--- src/rtl/wb_bus_arbiter.sv ---
// rtl/wb_bus_arbiter.sv - two-master Wishbone arbiter with RAM/LED/KIA decode and watchdog
module wb_bus_arbiter #(
    parameter int unsigned TIMEOUT = 15
) (
    input  logic        CLK_I,
    input  logic        RES_I,
    input  logic        M0_CYC_I,
    input  logic        M0_STB_I,
    input  logic        M0_WE_I,
    input  logic [14:0] M0_ADR_I,
    input  logic [1:0]  M0_SEL_I,
    input  logic [15:0] M0_DAT_I,
    output logic [15:0] M0_DAT_O,
    output logic        M0_ACK_O,
    output logic        M0_ERR_O,
    input  logic        M1_CYC_I,
    input  logic        M1_STB_I,
    input  logic        M1_WE_I,
    input  logic [14:0] M1_ADR_I,
    input  logic [1:0]  M1_SEL_I,
    input  logic [15:0] M1_DAT_I,
    output logic [15:0] M1_DAT_O,
    output logic        M1_ACK_O,
    output logic        M1_ERR_O,
    output logic [14:0] S_ADR_O,
    output logic [15:0] S_DAT_O,
    output logic        S_WE_O,
    output logic [1:0]  S_SEL_O,
    output logic        RAM_STB_O,
    output logic        LED_STB_O,
    output logic        KIA_STB_O,
    input  logic [15:0] RAM_DAT_I,
    input  logic [7:0]  KIA_DAT_I,
    input  logic        KIA_ACK_I,
    output logic [1:0]  GNT_O
);

    typedef enum logic [1:0] {
        IDLE = 2'd0,
        OWN0 = 2'd1,
        OWN1 = 2'd2
    } state_t;

    localparam logic [7:0] WD_LAST = 8'(TIMEOUT - 1);

    state_t      state;
    logic        last_m1;
    logic        int_ack;
    logic        err_tgl;
    logic [7:0]  wdog;

    logic        g_cyc;
    logic        g_stb;
    logic        g_we;
    logic [14:0] g_adr;
    logic [1:0]  g_sel;
    logic [15:0] g_dat;
    logic [3:0]  region;
    logic        active;
    logic        unmapped;
    logic        ramled_ack;
    logic        kia_ack;
    logic        wd_err;
    logic        bus_err;
    logic        bus_ack;
    logic [15:0] rd_data;

    always_comb begin
        g_cyc = 1'b0;
        g_stb = 1'b0;
        g_we  = 1'b0;
        g_adr = '0;
        g_sel = '0;
        g_dat = '0;
        case (state)
            OWN0: begin
                g_cyc = M0_CYC_I;
                g_stb = M0_STB_I;
                g_we  = M0_WE_I;
                g_adr = M0_ADR_I;
                g_sel = M0_SEL_I;
                g_dat = M0_DAT_I;
            end
            OWN1: begin
                g_cyc = M1_CYC_I;
                g_stb = M1_STB_I;
                g_we  = M1_WE_I;
                g_adr = M1_ADR_I;
                g_sel = M1_SEL_I;
                g_dat = M1_DAT_I;
            end
            default: ;
        endcase
    end

    // ADR carries byte-address bits [15:1], so [14:11] is the 4 KiB region
    assign region    = g_adr[14:11];
    assign active    = g_cyc & g_stb;
    assign RAM_STB_O = active & (region == 4'h0);
    assign LED_STB_O = active & (region == 4'h1);
    assign KIA_STB_O = active & (region == 4'h2) & g_sel[0];
    assign unmapped  = active & (region >= 4'h3);

    assign ramled_ack = int_ack & (RAM_STB_O | LED_STB_O);
    assign kia_ack    = KIA_STB_O & KIA_ACK_I;
    assign wd_err     = active & (wdog == WD_LAST);
    assign bus_err    = (err_tgl & unmapped) | wd_err;
    assign bus_ack    = (ramled_ack | kia_ack) & ~bus_err;

    always_comb begin
        rd_data = 16'h0000;
        if (region == 4'h0)
            rd_data = RAM_DAT_I;
        else if (region == 4'h2)
            rd_data = {8'h00, KIA_DAT_I};
    end

    assign GNT_O    = {state == OWN1, state == OWN0};
    assign S_ADR_O  = g_adr;
    assign S_DAT_O  = g_dat;
    assign S_WE_O   = g_we;
    assign S_SEL_O  = g_sel;

    assign M0_DAT_O = (state == OWN0) ? rd_data : 16'h0000;
    assign M0_ACK_O = (state == OWN0) & bus_ack;
    assign M0_ERR_O = (state == OWN0) & bus_err;
    assign M1_DAT_O = (state == OWN1) ? rd_data : 16'h0000;
    assign M1_ACK_O = (state == OWN1) & bus_ack;
    assign M1_ERR_O = (state == OWN1) & bus_err;

    always_ff @(posedge CLK_I or posedge RES_I) begin
        if (RES_I) begin
            state   <= IDLE;
            last_m1 <= 1'b1;
            int_ack <= 1'b0;
            err_tgl <= 1'b0;
            wdog    <= 8'd0;
        end else begin
            // toggles make every second strobed cycle the completing one
            int_ack <= ~int_ack & (RAM_STB_O | LED_STB_O);
            err_tgl <= ~err_tgl & unmapped;
            if (!active || ramled_ack || kia_ack || bus_err)
                wdog <= 8'd0;
            else
                wdog <= wdog + 8'd1;

            case (state)
                IDLE: begin
                    if (M0_CYC_I && (!M1_CYC_I || last_m1)) begin
                        state   <= OWN0;
                        last_m1 <= 1'b0;
                    end else if (M1_CYC_I) begin
                        state   <= OWN1;
                        last_m1 <= 1'b1;
                    end
                end
                OWN0: if (!M0_CYC_I) state <= IDLE;
                OWN1: if (!M1_CYC_I) state <= IDLE;
                default: state <= IDLE;
            endcase
        end
    end

endmodule

--- config.mk ---
export PLATFORM = sky130hd
export DESIGN_NAME = wb_bus_arbiter
export DESIGN_NICKNAME = d
export VERILOG_FILES = /design/src/rtl/wb_bus_arbiter.sv
export SDC_FILE = /design/constraint.sdc
export NUM_CORES = 1
export LEC_CHECK = 0
export ABC_AREA = 1
export BUFFER_PORTS_ARGS = -buffer_cell sky130_fd_sc_hd__buf_2
export CAP_MARGIN = 0
export CORE_ASPECT_RATIO = 1.25
export CORE_MARGIN = 2
export CORE_UTILIZATION = 25
export CTS_BUF_LIST = sky130_fd_sc_hd__clkbuf_4 sky130_fd_sc_hd__clkbuf_8
export DETAILED_ROUTE_END_ITERATION = 6
export GPL_TIMING_DRIVEN = 0
export MAX_ROUTING_LAYER = met4
export PLACE_DENSITY = 0.62
export SYNTH_ARGS = -nofsm -noshare
export SYNTH_HDL_FRONTEND = slang
export SYNTH_SLANG_ARGS = --single-unit
--- constraint.sdc ---
create_clock -name CLK_I -period 2 [get_ports CLK_I]
set_input_delay 0.4 -clock CLK_I [delete_from_list [all_inputs] [get_ports CLK_I]]
set_output_delay 0.4 -clock CLK_I [all_outputs]
set_load 0.02 [all_outputs]
# Word-level counts from Yosys, hierarchy flattened
# Cells that the tools add are included.
[word_totals] register_bits=13 input_bits=99 output_inout_bits=75 word_cells=68
[classes] add_sub_neg=1 magnitude_cmp=1 n_eq_ne=8 n_mux=18 n_bitwise=23 n_reduce_logical=12
[op_table] op="16-bit 2-to-1 mux" n=3
[op_table] op="16-bit case mux with 2 select lines" n=1
[op_table] op="15-bit case mux with 2 select lines" n=1
[op_table] op="1-bit AND" n=17
[op_table] op="8-bit 2-to-1 mux" n=2
[op_table] op="8-bit by 1-bit adder with 8-bit output, second input constant" n=1
[op_table] op="8-bit by 4-bit == test with 1-bit output, second input constant" n=1
[op_table] op="2-bit 2-to-1 mux" n=4
[op_table] op="1-bit case mux with 2 select lines" n=3
[op_table] op="2-bit case mux with 3 select lines" n=1
[op_table] op="4-bit by 1-bit == test with 1-bit output, second input constant" n=1
[op_table] op="4-bit by 2-bit == test with 1-bit output, second input constant" n=1
[op_table] op="4-bit by 2-bit greater-or-equal comparator with 1-bit output, second input constant" n=1
[op_table] op="4-bit zero test" n=1
[op_table] op="1-bit logical OR" n=4
[op_table] op="2-bit inequality test, second input constant" n=2
[op_table] op="2-bit case mux with 2 select lines" n=1
[op_table] op="3-bit inequality test, second input constant" n=1
[op_table] op="1-bit NOT" n=3
[op_table] op="1-bit OR" n=3
[op_table] op="3-bit AND reduction" n=1
[op_table] op="2-bit by 1-bit == test with 1-bit output, second input constant" n=1
[op_table] op="2-bit == test, second input constant" n=1
[op_table] op="1-bit zero test" n=2
[op_table] op="5 further kinds" n=6

# Depth between registers and ports, before layout
# Gate-level depths: netlist of run 1.
[depth] depth_word=10 ltp_mapped=14 ltp_nobuf=13

# Least setup slack after synthesis of run 1
# OpenSTA, ideal clock, no wires.
[synth_path] path_type="reg2out" start="register state[0]" end="output port M0_DAT_O[12]" t_arrival_ps=2065 required_ps=1600 slack_ps=-465 stages_incl_launch_ff=12 n_path_buf=2 cell_sequence="dfrtp_1 -> inv_1 -> ha_1 -> buf_6 -> nand2_1 -> nand2_2 -> nand2_1 -> inv_2 -> nor2_8 -> nand2_2 -> buf_6 -> nor3_1"
[synth_via] elab_chain_cells=5 elab_cells_between_ends=6 cone_classes="2 x eq/ne; 3 x mux; 1 x reduce/logical"
[synth_lines] element="from (decl)" line="46" source="state_t state;"
[synth_lines] element="from (signal assigned)" line="133" source="state <= IDLE;"
[synth_lines] element="from (signal assigned)" line="150" source="state <= OWN0;"
[synth_lines] element="from (signal assigned)" line="153" source="state <= OWN1;"
[synth_lines] element="2-bit == test"
[synth_lines] element="named net GNT_O[1]" line="35" source="output logic [1:0] GNT_O"
[synth_lines] element="15-bit case mux with 2 select lines" line="75" source="case (state)"
[synth_lines] element="named net S_ADR_O[11]" line="25" source="output logic [14:0] S_ADR_O,"
[synth_lines] element="4-bit zero test" line="112" source="if (region == 4'h0)"
[synth_lines] element="16-bit 2-to-1 mux" line="112"
[synth_lines] element="16-bit 2-to-1 mux" line="124" source="assign M0_DAT_O = (state == OWN0) ? rd_data : 16'h0000;"
[synth_lines] element="to (decl)" line="13" source="output logic [15:0] M0_DAT_O,"
# The timed path passes the listed nets, and every way through them passes these cells.

# Worst setup path after layout of run 1
[layout_path] start="register state[0]" end="output port M0_DAT_O[1]"
[layout_via] elab_chain_cells=6 elab_cells_between_ends=8 cone_classes="3 x eq/ne; 4 x mux; 1 x reduce/logical"
[layout_lines] element="2-bit == test / 2-bit by 1-bit == test with 1-bit output (equally long branches)" line="75, 124"
[layout_lines] element="15-bit case mux with 2 select lines" line="75"
[layout_lines] element="4-bit by 2-bit == test with 1-bit output" line="114" source="else if (region == 4'h2)"
[layout_lines] element="8-bit 2-to-1 mux" line="114"
[layout_lines] element="16-bit 2-to-1 mux" line="112"
[layout_lines] element="16-bit 2-to-1 mux (*)" line="124"
# Every way passes the cells marked *; elsewhere a longest branch is shown, timed or not.

==> results of run 1 <==
-- worst reg2reg max path: stages, from the launching register on --
cell	delay, ps
dfrtp_1	390
inv_2	120
ha_4	190
buf_8	140
nand2_2	50
nand2_2	80
nand2_4	70
nand2_4	110
inv_6	60
nand3_4	80
nand2_1	80
nand2_2	110
nand3_2	190
nor2_1	140
-- power by group --
group          internal, mW  leakage, nW  switching [mW]
logic                  2.67         1.81            3.41
registers             0.307        0.176          0.0319
clock network         0.137       0.0255          0.0940
total                  3.12         2.01            3.54
-- timing repair --
item / CTS / global route
gates resized for setup: 180 / 42
setup endpoints to repair: 79 / 80
pin swaps: 11 / 12
buffers inserted: 12 / 11
cloned: 2 / 1
-- logic make-up (layout without fill, tap and decap cells) --
| logic type | after synthesis | count (layout) | share of synthesized area [%] |
|---|---|---|---|
| AO/OA/AOI/OAI | 34 | 34 | 10.3 |
| buffers and inverters | 54 | 255 | 13.4 |
| flip-flops | 13 | 13 | 19.1 |
| XOR/XNOR | 6 | 6 | 3.08 |
| AND/OR/NAND/NOR | 195 | 195 | 50.5 |
| adder cells (fa/ha/maj) | 5 | 5 | 3.66 |
-- metrics by stage --
step | TNS (ps) | utilization, % | cells | worst slack (ps)
2_1_floorplan | -4690 | - | 307 | -213
3_3_place_gp | -16640 | 45.7 | 567 | -550
3_5_place_dp | -18490 | 45.7 | 567 | -576
4_1_cts | -23450 | 57.0 | 585 | -526
5_1_grt | -31200 | 60.8 | 595 | -629
6_report | -24940 | 60.8 | 595 | -530
-- registers in the layout, summed over array words and instances, names as in the netlist --
signal / cells
int_ack: 1
state: 2
err_tgl: 1
last_m1: 1
wdog: 8
-- layer usage --
metal / part of all wire [%] / vias to the layer above / wire [um]
met4: 1.0 / 0 / 82
met1: 37 / 1202 / 3010
li1: - / 1356 / -
met3: 5.3 / 8 / 431
met2: 56 / 110 / 4570
met5: 0 / - / 0
-- cell type report --
type	instances	area, um^2
fillers	578	2590
multi-input cells	240	1700
repair buffers	199	1470
flip-flops and latches	13	327
plain buffers	13	189
inverters	39	178
well taps	87	109
clock buffers	3	41.3
clock inverters	1	5.00
-- final timing paths --
check | startpoint | to | slack, ps
setup / recovery | state[0] | M0_DAT_O[1] | -530
hold / removal | RES_I | wdog[4] | 180
setup reg to reg | state[1] | wdog[1] | 100
hold reg to reg | err_tgl | err_tgl | 420
max in group asynchronous | RES_I | last_m1 | 1460
min in group CLK_I | err_tgl | err_tgl | 420
-- Yosys cell counts --
| cell | count |
|---|---|
| ha_1 | 5 |
| and3_1 | 1 |
| a21oi_1 | 31 |
| nand2_1 | 111 |
| nand3_2 | 2 |
| o21ai_0 | 1 |
| buf_2 | 3 |
| nand3b_1 | 1 |
| nor3_1 | 13 |
| clkinv_1 | 2 |
| clkbuf_1 | 8 |
| nor3_2 | 4 |
| nor3_4 | 1 |
| xnor2_1 | 2 |
| nand3_1 | 13 |
| buf_1 | 1 |
| buf_6 | 3 |
| a21boi_0 | 1 |
| dfstp_2 | 1 |
| nor2_1 | 38 |
| nand2_2 | 8 |
| inv_1 | 33 |
| nand4_1 | 2 |
| inv_2 | 4 |
| o31ai_1 | 1 |
| xor2_1 | 4 |
| dfrtp_1 | 12 |
| nor2_8 | 1 |
==> impl_metrics.tcl, run 1 <==
set metrics [dict create \
    yosysTopAreaCellShare_pct 24.4 \
    hpwlAfterDp_mm 5.79 \
    worst_slack_ps -530 \
    syn2layout_area_growth_pct 135 \
    gp_congestion 0.955 \
    met2_usage_pct 41.8 \
    initial_utilization_pct 25.9 \
    critPathCaptureType "output pin" \
    synth_cell_types 28 \
    post_dp_cell_area_um2 3020 \
    critPathRequiredTime_ps 1600 \
    layout_common_cells "106 x buf_2, 88 x nand2_1, 45 x buf_6, 45 x buf_4, 22 x a21oi_2" \
    crit_family "simple AND/OR/NAND/NOR gates" \
    seq_area_frac_synth_pct 19.1 \
    cts_hold_buf 0 \
    antenna_found_initial 0 \
    fp.coreArea_um2 6610 \
    critPathKind "flop to output pin" \
    hold_viol_final 0 \
    grt_max_degree 14 \
    finalCriticalPeriod_ps 2530 \
    post-route-cell-area_um2 4010 \
    via_count 2676 \
    fp.dieW_um 77.9 \
    slew_headroom_pct 65.9 \
    report.final.slew_viol_count 0 \
    final_common_cell "buf_2" \
    crit_cells 13 \
    final_net_count 613 \
    diodes 0 \
    insertion_delay_ps 240 \
    powerDensity_nw_per_um2 1660 \
    vdd_ir_drop_max_uv 1180 \
    htree_levels 1 \
    cts_made_buffers 3 \
    post_drt_wl_per_cell_um 13.6 \
    hp-class "primary input to async pin" \
    cts_root_buf "clkbuf_8" \
    synth_top_area_cell "nand2_1" \
    drcViolationCount 0 \
    max_stage_delay_ps 430 \
    syn_area_per_cell_um2 5.56 \
    p_leak_nw 2.01 \
    cts_sinks 13 \
    grt_pass1_wl_mm 12.1 \
    layout-drive-gt1-share_pct 66.9 \
    worst_pin_slew_ps 511 \
    grt_setup_unrepaired "true" \
    cts_tree "done" \
    finalCritPeriodShare_pct 126 \
    ioPinCount 174 \
    grt_remaining_overflow 0 \
    setup-violations-final 69 \
    crit_path_max_fanout 7 \
    ctsLongestPathBuffers 2 \
    vias_per_cell 4.50 \
    critical_path.slowest_cell "dfrtp_1" \
    postSynthCellCount 307 \
    die_area_um2 7510 \
    wirelength_mm 8.09 \
    crit_buf_inv 4 \
    crit_path_start_kind "flop" \
    clock_skew_ps 1.94 \
    antenna_left 0 \
    syn-num-nets 411 \
    dr.pass1.iters 4 \
    crit_top_cell "nand2_2" \
    gr-usage-all-layers_pct 20.5 \
    crit_chain "ha_4 > buf_16 > nand2_2 > nand2_2 > nand2_4 > nand2_4 > nor3_4 > buf_6 > nand2_2 > nand2_2 > inv_2 > nor2_2 > buf_6" \
    status "finished with violations" \
    rows 33 \
    ys_top_cells_by_area "nand2_1 24%, dfrtp_1 18%, a21oi_1 9.1%" \
    totalPowerFinal_mw 6.65 \
    grt_pass1_vias 2599 \
    fmax_mhz 395 \
    clk_pin_slew_worst_paths_ps 60 \
    busiest_layer "met2" \
    maxCapViolCount 0 \
    reg2reg_depth 13 \
    portBuffers 173 \
    use_met3_pct 1.30 \
    ys_seq_elements 13 \
    drt_iter0_markers 85 \
    use_met1_pct 22.0 \
    timing.hold.ws_ps 181 \
    ys_warn_count 0 \
    syn_area_um2 1710 \
    crit_arrival_ps 2130 \
    failed_checks "setup timing" \
    die_h_um 96.4 \
]
Power figures use the tool's default switching activity.
==> run 2, diff against run 1 <==
Settings changed: MAX_ROUTING_LAYER met4 to unset.
==> impl_metrics.tcl, run 2 (synthesized netlist as in run 1, its figures left out) <==
set metrics [dict create \
    via_count 2835 \
    crit_path_max_fanout 8 \
    portBuffers 173 \
    finalCritPeriodShare_pct 127 \
    crit_arrival_ps 2140 \
    die_h_um 96.4 \
    gp_congestion 0.934 \
    cts_root_buf "clkbuf_8" \
    die_area_um2 7510 \
    top_register "wdog" \
    crit_path_start_kind "flop" \
    critPathKind "flop to output pin" \
    power_switching_mw 4.04 \
    grt_pass1_wl_mm 13.0 \
    totalPowerFinal_mw 7.77 \
    drcViolationCount 0 \
    clk_pin_slew_worst_paths_ps 60 \
    gr-usage-all-layers_pct 21.5 \
    crit_chain "inv_2 > ha_4 > nand2_8 > nand2_8 > nor3_4 > buf_6 > nand2_1 > nand2_1 > inv_2 > nor2_2 > buf_6" \
    clkPwrFrac_pct 3.2 \
    dr.pass1.iters 4 \
    p_leak_nw 2.34 \
    grt_pass1_vias 2805 \
    setup-violations-final 70 \
    layout-drive-gt1-share_pct 78.3 \
    crit_family "simple AND/OR/NAND/NOR gates" \
    antenna_left 0 \
    fmax_mhz 393 \
    drt_iter0_markers 79 \
    largest_register_ffs 8 \
    tns_ps -26430 \
    ctsLongestPathBuffers 2 \
    post_dp_cell_area_um2 3020 \
    vdd_ir_drop_max_uv 1520 \
    worst_slack_ps -544 \
    cts_hold_buf 0 \
    critical_path.slowest_cell "dfrtp_1" \
    ioPinCount 174 \
    worst_pin_slew_ps 509 \
    syn2layout_area_growth_pct 173 \
    hold_viol_final 0 \
    antenna_found_initial 0 \
    critPathRequiredTime_ps 1600 \
    fp.dieW_um 77.9 \
    final_net_count 630 \
    powerDensity_nw_per_um2 1670 \
    slew_headroom_pct 66.0 \
    cts_tree "done" \
    insertion_delay_ps 240 \
    finalCriticalPeriod_ps 2540 \
    layout_common_cells "101 x buf_2, 67 x buf_6, 44 x nand2_1" \
    internal_power_mw 3.73 \
    grt_max_degree 14 \
    report.final.slew_viol_count 0 \
    htree_levels 1 \
    status "finished with violations" \
    fp.coreArea_um2 6610 \
    switching_share_pct 52.0 \
    max_stage_delay_ps 410 \
    initial_utilization_pct 25.9 \
    combPwrFrac_pct 92.3 \
    grt_remaining_overflow 0 \
    failed_checks "setup timing" \
    post-route-cell-area_um2 4660 \
    critPathCaptureType "output pin" \
    cts_sinks 13 \
    post_drt_wl_per_cell_um 14.6 \
    maxCapViolCount 0 \
    pwr-share-seq_pct 4.5 \
    final_common_cell "buf_2" \
    vias_per_cell 4.63 \
    rows 33 \
    hp-class "primary input to async pin" \
    wirelength_mm 8.94 \
    final_util_pct 70.5 \
    clock_skew_ps 5.60 \
    cts_made_buffers 3 \
    hpwlAfterDp_mm 5.83 \
    grt_setup_unrepaired "true" \
    crit_buf_inv 4 \
    diodes 0 \
    reg.largest.list "wdog: 8 flops, state: 2 flops" \
]
## run 2: through the flow
stage               std cells  setup WS, ps  hold slack [ps]
floorplan                 307          -213              276
global placement          567          -549              410
detailed placement        567          -571              413
CTS                       596          -492              190
global route              612          -655              229
finish                    612          -544              176
## run 2: final timing paths
kind | from | cells after the start | end | slack [ps]
setup / recovery | state[1] | 11 | M0_DAT_O[4] | -540
hold / removal | RES_I | 2 | wdog[4] | 180
setup reg to reg | state[1] | 13 | wdog[0] | 60
hold reg to reg | err_tgl | 1 | err_tgl | 420
max in group asynchronous | RES_I | 2 | state[0] | 1450
min in group CLK_I | err_tgl | 1 | err_tgl | 420
## run 2: area by class of cell
type,instances,area [um^2]
inverter,39,195
fill,493,1950
timing repair buffer,217,1760
multi-input combinational,240,2020
tap,87,109
sequential,13,328
buffer,12,196
clock buffer,4,48.8
## run 2: timing repair
item                                   CTS  global route
endpoints found under the hold margin    0             0
setup endpoints to repair               79            81
setup buffers                           23            22
resized for setup                      222           136
pin swaps                               30            41
cloned                                   2             2
## run 2: power groups by stage
stage | clock (mW) | combinational (mW) | sequential [mW]
after floorplan | 0 | 3.00 | 0.328
after global placement | 0 | 3.96 | 0.334
after detailed placement | 0 | 4.00 | 0.333
after CTS | 0.253 | 6.09 | 0.343
after global routing | 0.270 | 7.54 | 0.354
final | 0.252 | 7.17 | 0.349
## run 2: routing by layer
metal	GRT usage (%)	share of wire (%)
met1	22.9	35
met2	43.8	56
met5	0	0
met4	5.99	2.3
met3	2.88	6.0
